==> src/rtl/uart_fifo_controller.sv <==
// UART with configurable frame format, 16x-oversampled receiver and TX/RX byte FIFOs.
// Each received byte is stored in the RX FIFO together with its parity and framing error flags.
module uart_fifo_controller #(
    parameter int CLOCK_FREQUENCY = 100000000,
    parameter int BAUD_RATE       = 115200,
    parameter int OVERSAMPLE      = 16,
    parameter int DATA_BITS       = 8,
    parameter int PARITY          = 0,
    parameter int STOP_BITS       = 1,
    parameter int FIFO_DEPTH      = 16
) (
    input  logic                              clock,
    input  logic                              reset,
    input  logic                              receive_uart,
    output logic                              transmit_uart,
    input  logic [DATA_BITS-1:0]              transmit_data,
    input  logic                              transmit_valid,
    output logic                              transmit_ready,
    output logic [DATA_BITS-1:0]              receive_data,
    output logic                              receive_parity_error,
    output logic                              receive_frame_error,
    output logic                              receive_valid,
    input  logic                              receive_ready,
    output logic                              receive_overrun,
    output logic [$clog2(FIFO_DEPTH+1)-1:0]   transmit_count,
    output logic [$clog2(FIFO_DEPTH+1)-1:0]   receive_count
);
    localparam int DIV_RAW  = CLOCK_FREQUENCY / (BAUD_RATE * OVERSAMPLE);
    localparam int DIVISOR  = (DIV_RAW < 1) ? 1 : DIV_RAW;
    localparam int BIT_CLKS = DIVISOR * OVERSAMPLE;
    localparam int CW       = $clog2(FIFO_DEPTH + 1);
    localparam int AW       = $clog2(FIFO_DEPTH);
    localparam int DVW      = $clog2(DIVISOR + 1);
    localparam int OSW      = $clog2(OVERSAMPLE);
    localparam int BCW      = $clog2(BIT_CLKS);
    localparam int EW       = DATA_BITS + 2;

    localparam logic [2:0] S_IDLE   = 3'd0;
    localparam logic [2:0] S_START  = 3'd1;
    localparam logic [2:0] S_DATA   = 3'd2;
    localparam logic [2:0] S_PARITY = 3'd3;
    localparam logic [2:0] S_STOP   = 3'd4;
    localparam logic [2:0] S_BREAK  = 3'd5;

    function automatic logic parity_bit(input logic [DATA_BITS-1:0] d);
        parity_bit = (PARITY == 2) ? ~^d : ^d;
    endfunction

    // ---------------- receiver ----------------
    logic                 rx_meta, rx_sync;
    logic [DVW-1:0]       rx_div;
    logic                 rx_tick;
    logic [OSW-1:0]       rx_os;
    logic [3:0]           rx_bit;
    logic [DATA_BITS-1:0] rx_shift;
    logic                 rx_perr;
    logic [2:0]           rx_state;
    logic                 rx_push;
    logic                 rx_last_os;

    always_ff @(posedge clock) begin
        if (!reset) begin
            rx_meta <= 1'b1;
            rx_sync <= 1'b1;
        end else begin
            rx_meta <= receive_uart;
            rx_sync <= rx_meta;
        end
    end

    assign rx_tick    = (rx_div == DVW'(DIVISOR - 1));
    assign rx_last_os = (rx_os == OSW'(OVERSAMPLE - 1));
    assign rx_push    = (rx_state == S_STOP) && rx_tick && rx_last_os;

    always_ff @(posedge clock) begin
        if (!reset) begin
            rx_state <= S_IDLE;
            rx_div   <= '0;
            rx_os    <= '0;
            rx_bit   <= '0;
            rx_perr  <= 1'b0;
        end else begin
            rx_div <= rx_tick ? '0 : rx_div + DVW'(1);
            case (rx_state)
                S_IDLE: begin
                    // Tick phase restarts on the start edge so samples land mid-bit
                    rx_div  <= '0;
                    rx_os   <= '0;
                    rx_perr <= 1'b0;
                    if (!rx_sync) rx_state <= S_START;
                end
                S_START: if (rx_tick) begin
                    if (rx_os == OSW'(OVERSAMPLE / 2 - 1)) begin
                        rx_os    <= '0;
                        rx_bit   <= '0;
                        rx_state <= rx_sync ? S_IDLE : S_DATA;
                    end else begin
                        rx_os <= rx_os + OSW'(1);
                    end
                end
                S_DATA: if (rx_tick) begin
                    if (rx_last_os) begin
                        rx_os    <= '0;
                        rx_shift <= {rx_sync, rx_shift[DATA_BITS-1:1]};
                        if (rx_bit == 4'(DATA_BITS - 1))
                            rx_state <= (PARITY != 0) ? S_PARITY : S_STOP;
                        else
                            rx_bit <= rx_bit + 4'd1;
                    end else begin
                        rx_os <= rx_os + OSW'(1);
                    end
                end
                S_PARITY: if (rx_tick) begin
                    if (rx_last_os) begin
                        rx_os    <= '0;
                        rx_perr  <= (rx_sync != parity_bit(rx_shift));
                        rx_state <= S_STOP;
                    end else begin
                        rx_os <= rx_os + OSW'(1);
                    end
                end
                S_STOP: if (rx_tick) begin
                    if (rx_last_os) begin
                        rx_os    <= '0;
                        rx_state <= rx_sync ? S_IDLE : S_BREAK;
                    end else begin
                        rx_os <= rx_os + OSW'(1);
                    end
                end
                S_BREAK: if (rx_sync) rx_state <= S_IDLE;
                default: rx_state <= S_IDLE;
            endcase
        end
    end

    // ---------------- RX FIFO: {frame_err, parity_err, data} ----------------
    logic [EW-1:0] rx_mem [FIFO_DEPTH];
    logic [AW-1:0] rx_wr, rx_rd;
    logic [CW-1:0] rx_fill;
    logic          rx_full, rx_empty, rx_wr_en, rx_rd_en;
    logic [EW-1:0] rx_head;

    assign rx_full  = (rx_fill == CW'(FIFO_DEPTH));
    assign rx_empty = (rx_fill == '0);
    assign rx_wr_en = rx_push && !rx_full;
    assign rx_rd_en = !rx_empty && receive_ready;
    assign rx_head  = rx_mem[rx_rd];

    always_ff @(posedge clock) begin
        if (rx_wr_en) rx_mem[rx_wr] <= {~rx_sync, rx_perr, rx_shift};
    end

    always_ff @(posedge clock) begin
        if (!reset) begin
            rx_wr           <= '0;
            rx_rd           <= '0;
            rx_fill         <= '0;
            receive_overrun <= 1'b0;
        end else begin
            if (rx_wr_en) rx_wr <= rx_wr + AW'(1);
            if (rx_rd_en) rx_rd <= rx_rd + AW'(1);
            rx_fill <= rx_fill + CW'(rx_wr_en) - CW'(rx_rd_en);
            if (rx_push && rx_full) receive_overrun <= 1'b1;
        end
    end

    assign receive_valid        = !rx_empty;
    assign receive_data         = rx_empty ? '0 : rx_head[DATA_BITS-1:0];
    assign receive_parity_error = !rx_empty && rx_head[DATA_BITS];
    assign receive_frame_error  = !rx_empty && rx_head[DATA_BITS+1];
    assign receive_count        = rx_fill;

    // ---------------- TX FIFO ----------------
    logic [DATA_BITS-1:0] tx_mem [FIFO_DEPTH];
    logic [AW-1:0]        tx_wr, tx_rd;
    logic [CW-1:0]        tx_fill;
    logic                 tx_full, tx_empty, tx_wr_en, tx_pop;
    logic [DATA_BITS-1:0] tx_head;

    assign tx_full        = (tx_fill == CW'(FIFO_DEPTH));
    assign tx_empty       = (tx_fill == '0);
    assign transmit_ready = !tx_full && reset;
    assign tx_wr_en       = transmit_valid && transmit_ready;
    assign tx_head        = tx_mem[tx_rd];
    assign transmit_count = tx_fill;

    always_ff @(posedge clock) begin
        if (tx_wr_en) tx_mem[tx_wr] <= transmit_data;
    end

    always_ff @(posedge clock) begin
        if (!reset) begin
            tx_wr   <= '0;
            tx_rd   <= '0;
            tx_fill <= '0;
        end else begin
            if (tx_wr_en) tx_wr <= tx_wr + AW'(1);
            if (tx_pop)   tx_rd <= tx_rd + AW'(1);
            tx_fill <= tx_fill + CW'(tx_wr_en) - CW'(tx_pop);
        end
    end

    // ---------------- transmitter ----------------
    logic [2:0]           tx_state;
    logic [BCW-1:0]       tx_timer;
    logic                 tx_end;
    logic [3:0]           tx_bit;
    logic                 tx_stop_n;
    logic [DATA_BITS-1:0] tx_shift;
    logic                 tx_par;
    logic                 tx_line;

    assign tx_end = (tx_timer == BCW'(BIT_CLKS - 1));
    // Back-to-back frames: the next byte is popped on the last cycle of the final stop bit
    assign tx_pop = !tx_empty && ((tx_state == S_IDLE) ||
                    (tx_state == S_STOP && tx_end && tx_stop_n == 1'(STOP_BITS - 1)));
    assign transmit_uart = tx_line;

    always_ff @(posedge clock) begin
        if (!reset) begin
            tx_state  <= S_IDLE;
            tx_timer  <= '0;
            tx_bit    <= '0;
            tx_stop_n <= 1'b0;
            tx_line   <= 1'b1;
        end else begin
            if (tx_state != S_IDLE) tx_timer <= tx_end ? '0 : tx_timer + BCW'(1);
            if (tx_pop) begin
                tx_shift <= tx_head;
                tx_par   <= parity_bit(tx_head);
                tx_line  <= 1'b0;
                tx_timer <= '0;
                tx_state <= S_START;
            end else begin
                case (tx_state)
                    S_START: if (tx_end) begin
                        tx_line  <= tx_shift[0];
                        tx_shift <= tx_shift >> 1;
                        tx_bit   <= '0;
                        tx_state <= S_DATA;
                    end
                    S_DATA: if (tx_end) begin
                        if (tx_bit == 4'(DATA_BITS - 1)) begin
                            tx_stop_n <= 1'b0;
                            if (PARITY != 0) begin
                                tx_line  <= tx_par;
                                tx_state <= S_PARITY;
                            end else begin
                                tx_line  <= 1'b1;
                                tx_state <= S_STOP;
                            end
                        end else begin
                            tx_bit   <= tx_bit + 4'd1;
                            tx_line  <= tx_shift[0];
                            tx_shift <= tx_shift >> 1;
                        end
                    end
                    S_PARITY: if (tx_end) begin
                        tx_line   <= 1'b1;
                        tx_stop_n <= 1'b0;
                        tx_state  <= S_STOP;
                    end
                    S_STOP: if (tx_end) begin
                        if (tx_stop_n == 1'(STOP_BITS - 1)) tx_state <= S_IDLE;
                        else tx_stop_n <= tx_stop_n + 1'b1;
                    end
                    S_IDLE: tx_line <= 1'b1;
                    default: tx_state <= S_IDLE;
                endcase
            end
        end
    end
endmodule

==> config.mk <==
export PLATFORM = sky130hd
export DESIGN_NAME = uart_fifo_controller
export DESIGN_NICKNAME = d
export VERILOG_FILES = /design/src/rtl/uart_fifo_controller.sv
export SDC_FILE = /design/constraint.sdc
export NUM_CORES = 1
export LEC_CHECK = 0
export ABC_AREA = 0
export CAP_MARGIN = 20
export CORE_UTILIZATION = 65
export CTS_CLUSTER_SIZE = 24
export DETAILED_ROUTE_END_ITERATION = 8
export GPL_TIMING_DRIVEN = 0
export PLACE_DENSITY = 0.83
export SYNTH_ARGS = -nofsm -noshare
export SYNTH_HDL_FRONTEND = slang
export SYNTH_SLANG_ARGS = --single-unit
==> constraint.sdc <==
create_clock -name clock -period 4.55 [get_ports clock]
set_input_delay 0.91 -clock clock [delete_from_list [all_inputs] [get_ports clock]]
set_output_delay 0.91 -clock clock [all_outputs]
set_load 0.01 [all_outputs]
After elaboration in Yosys (flattened, before gate mapping). Memory sizes are Yosys's and may differ from the RTL's. A register that Yosys moved wholly into a read port is not among the register bits. Cells that the tools add are included.

Add/subtract/negate cells: 14. Multipliers: 0. Divide/modulo/power cells: 0. Magnitude comparators: 0. Equal/unequal tests: 46. Shift-type cells: 0. Multiplexer cells: 67. Bitwise operators: 5. Reduce and logical (&&, ||, !) cells: 44.

Operators with widths (count): $mux W4 (16); $mux W3 (18); $mux W8 (5); $ne A2 B2 Y1 const B (20); $add A4 B1 Y4 const B (7); $ne A3 B3 Y1 const B (7); $pmux W3 S6 (1); $mux W1 (17); $pmux W4 S2 (2); $pmux W8 S2 (1); $pmux W3 S5 (1); $reduce_and A7 Y1 (2); $eq A3 B2 Y1 const B (4); $eq A4 B3 Y1 const B (3); $logic_and A1 B1 Y1 (12); $pmux W4 S3 (1); $reduce_and A6 Y1 (2); $reduce_bool A3 Y1 (4); $reduce_and A11 Y1 (1); $add A10 B1 Y10 const B (1); $add A5 B1 Y5 (2); $eq A10 B10 Y1 const B (1); $eq A5 B5 Y1 const B (2); $logic_not A5 Y1 (2); other kinds (26) (44).

Bits in registers: 82. Latch bits: 0. RAM bits: 288. Memory bits (read-only): 0. Input port bits: 13. Word-level logic and storage cells: 200. Memories: 2.

Memories: rx_mem (depth 16, bits a word 10, rd ports 1, clocked after Yosys merged registers in 1, wr ports 1, RTL line 137) `logic [EW-1:0] rx_mem [FIFO_DEPTH];`; tx_mem (depth 16, bits a word 8, rd ports 1, clocked after Yosys merged registers in 1, wr ports 1, RTL line 174) `logic [DATA_BITS-1:0] tx_mem [FIFO_DEPTH];`.

Depth between registers and ports, before layout.
Depth in word-level cells: 7. Gate-level depth with buffers: 14. Gate-level depth less buffers: 14.

Worst setup path before layout. No wires, ideal clock.

Path kind: input -> register. From: input port reset. To: register tx_fill[4], in the netlist transmit_count[4]. Arrival time: 3.326 ns. Required time: 4.480 ns. Slack: 1.154 ns. Cell stages on the path: 11. Path buffers: 0. Path through: inv_1 a311oi_1 inv_1 ha_1 inv_1 ha_1 fa_1 a21oi_1 nor2_1 or3_1 a21oi_1.

Word-level cells in the longest chain between the ends: 4.

Ends and longest elaborated chain: start: declaration (RTL line 13) `input logic reset,`; $logic_and A1 B1 Y1 (RTL line 182) `assign transmit_ready = !tx_full && reset;`; $logic_and A1 B1 Y1 (RTL line 183) `assign tx_wr_en = transmit_valid && transmit_ready;`; $add A5 B1 Y5 (RTL line 199) `tx_fill <= tx_fill + CW'(tx_wr_en) - CW'(tx_pop);`; $sub A5 B1 Y5 (RTL line 199); end signal: assignment (RTL line 199); end: declaration (RTL line 176) `logic [CW-1:0] tx_fill;`.

Parallel ways exist; a longest one is shown, timed or not. A chain may end at the register's enable or synchronous reset.

==> metrics.txt <==
Leak 5.54 nW; Final Skew 0.0174 ns; ys async rst share 0%; CP dominant cell by count mux4_2; initial antenna violation count 0; Pwr Density 516 nW/um^2; Hold Violations, Final 0; share of the synthesized area in the top cell type 59.9%; Slew @ Worst Pin 1.07 ns; vias in the first global route 8420; Resized Gates After CTS 0; die area 24100 um^2; fin crit share 90.4%; crit path DAT 3.20 ns; max_cap viols 0; CTS max path bufs 3; Worst Reg-to-Reg Cells 13; layout cells sized above 1 15.8%; initial DRC count 845; Syn Area/Cell 16.6 um^2; via count 8331; Final Power 8.86 mW; Hold Path Depth 1; syn_nets 962; fin util 75.4%; Final TNS setup 0 ns; Area growth syn-to-layout 12.8%; outcome finished clean; setup slack at placement 0.789 ns; RSZ-0062 raised after global routing false; Placed Instance Area 16000 um^2; row count 55; DPL Wire Length 19.7 mm; Max Used Layer met4; core area 22800 um^2; EDFF count, synth 304; Antenna Cells 0; WS Path Type flip-flop to primary output; worst hold path type flip-flop to flip-flop; Die Span Y 155 um; worst skew pair latency 0.52 ns; final period demand of the worst path 4.11 ns; Worst path max stage delay 0.60 ns; router iterations before antenna repair 5; Seq/Total Area, Yosys 69.5%; CTS buffer count 37; Die W 155 um; largest net degree at the start of global routing 21; IO Pins 37; slowest CP cell mux4_2; number of setup violations in the final report 0; Max Freq 0.243 GHz; met3 routed WL 2.09 mm; post-synth cell types 57; clk root buf clkbuf_16; vias per inst 6.23; number of hold buffers added after CTS 0; fillers 1290; final instance area 17200 um^2; CP Max Fanout 10; worst setup margin 0.435 ns; GRT overflow 0; Syn Std Cell Area 15200 um^2; Setup Buffers After CTS 0; worst reg-to-reg setup slack 0.90 ns; Worst setup EP type primary output; wire length on met2 15.6 mm; Worst Path Required 3.64 ns; Main synth FF type edfxtp_1; Port Buf Inserts 36; Worst-path clk slew 0.06 ns; Total GRT Usage 27.2%; Gate Count Post-Synth 919; Worst setup SP type flip-flop; Synth Register Bits 377; final-stage net count 1043; Synth area leader edfxtp_1; r2r startpoint rx_os[0]$_SDFFE_PN0P_; peak supply drop 0.000459 V; global-route wire length before repair 48.1 mm; yosys warns 0; H-Tree Depth 2; Starting Density 66.9%; CTS tree yes; number of routed nets with antenna violations 0; synth top area cells edfxtp_1 60%, mux4_2 12%, dfxtp_1 9.6%; DRC 0; crit-path cells clkbuf_1 > buf_2 > mux4_2 > mux4_2 > and2_1 > clkdlybuf4s50_1; Slew Viols, Final 0; drt wl/cell 23.4 um; slew margin rel. 28.3%; final wirelength 31.3 mm; GPL Wtd Cong 0.848; Hold Path Origin rx_meta$_SDFF_PN1_; met1 wire length 12.6 mm; clock sinks 377
## synth_stat cells (4+ instances only)
library cell,instances
edfxtp_1,304
mux4_2,82
dfxtp_1,73
nor2_1,72
nand2_1,46
clkbuf_1,31
ha_1,28
inv_1,27
a21oi_1,22
xnor2_1,21
o21ai_0,19
and2_1,16
nand3_1,16
nor3_1,15
xor2_1,14
buf_2,9
nand2b_1,9
a221oi_1,8
or3_1,8
a21o_1,7
a22o_1,7
a31oi_1,6
buf_1,6
nor2b_1,6
mux2i_1,5
or2_2,5
a211oi_1,4
nand3b_1,4
nand4_1,4
## kinds of logic after synthesis
group | synth area share [%]
flip-flops | 69.5
AND/OR/NAND/NOR | 7.10
AO/OA/AOI/OAI | 4.28
multiplexers | 12.5
buffers and inverters | 1.87
XOR/XNOR | 2.16
adder cells (fa/ha/maj) | 2.63
## state kept, by name, summed over array words and instances (netlist names), 5 cells and up, named ones only
signal          flops
receive_count       5
rx_div              6
transmit_count      5
rx_shift            8
tx_mem            128
tx_shift            8
tx_timer           10
rx_mem            160
## critical path, delay by kind of cell (launching register included)
family | cells | cell delay (ns)
and+or+nand+nor | 1 | 0.20
DFF | 1 | 0.30
buffers and inverters | 3 | 1.09
muxes | 2 | 1.10
## final cells by class
cell class	instances	area, um^2	share of cell area, %
flip-flops and latches	377	10600	61.7
multi-input cells	469	4380	25.5
clock buffers	48	997	5.81
repair buffers	42	400	2.33
well taps	313	392	2.28
plain buffers	46	184	1.07
clock inverters	16	134	0.779
inverters	27	101	0.590
## cells in the final DEF (no fill, tap or decap), drive strengths merged, types with 4 or more instances in the layout
cell type	count
nand2b	9
mux4	82
a22o	7
a211oi	4
edfxtp	304
nand2	46
nor3	16
xor2	14
nand4	4
or2	5
buf	21
ha	28
dfxtp	73
clkinv	12
a21o	7
nand3b	4
clkbuf	79
clkdlybuf4s50	36
o21ai	19
mux2i	5
nor2	72
xnor2	21
nand3	16
inv	29
or3	8
a31oi	6
a221oi	8
nor2b	6
and2	16
a21oi	22
## through the flow
step / hold slack (ns) / instances
floorplan: 0.386 / 919
detailed placement: 0.398 / 1274
finish: 0.434 / 1338
global route: 0.455 / 1338
CTS: 0.436 / 1338
global placement: 0.395 / 1268
## final timing paths
| check | to |
|---|---|
| hold / removal | rx_sync$_SDFF_PN1_ |
| setup / recovery | receive_data[7] |
| setup reg to reg | receive_count[4]$_SDFF_PN0_ |
| hold reg to reg | rx_sync$_SDFF_PN1_ |
## metal layers
layer | vias up | GRT usage, %
li1 | 3721 | -
met1 | 4202 | 36.3
met2 | 337 | 44.7
met3 | 71 | 5.24
met4 | 0 | 11.1
met5 | - | 0
## power by group
group / switching (mW) / total (mW) / internal, mW
Clock: 1.24 / 2.89 / 1.66
Sequential: 0.0978 / 3.96 / 3.86
Combinational: 1.02 / 2.01 / 0.989
Note: power is estimated with default switching activity, not from simulation.
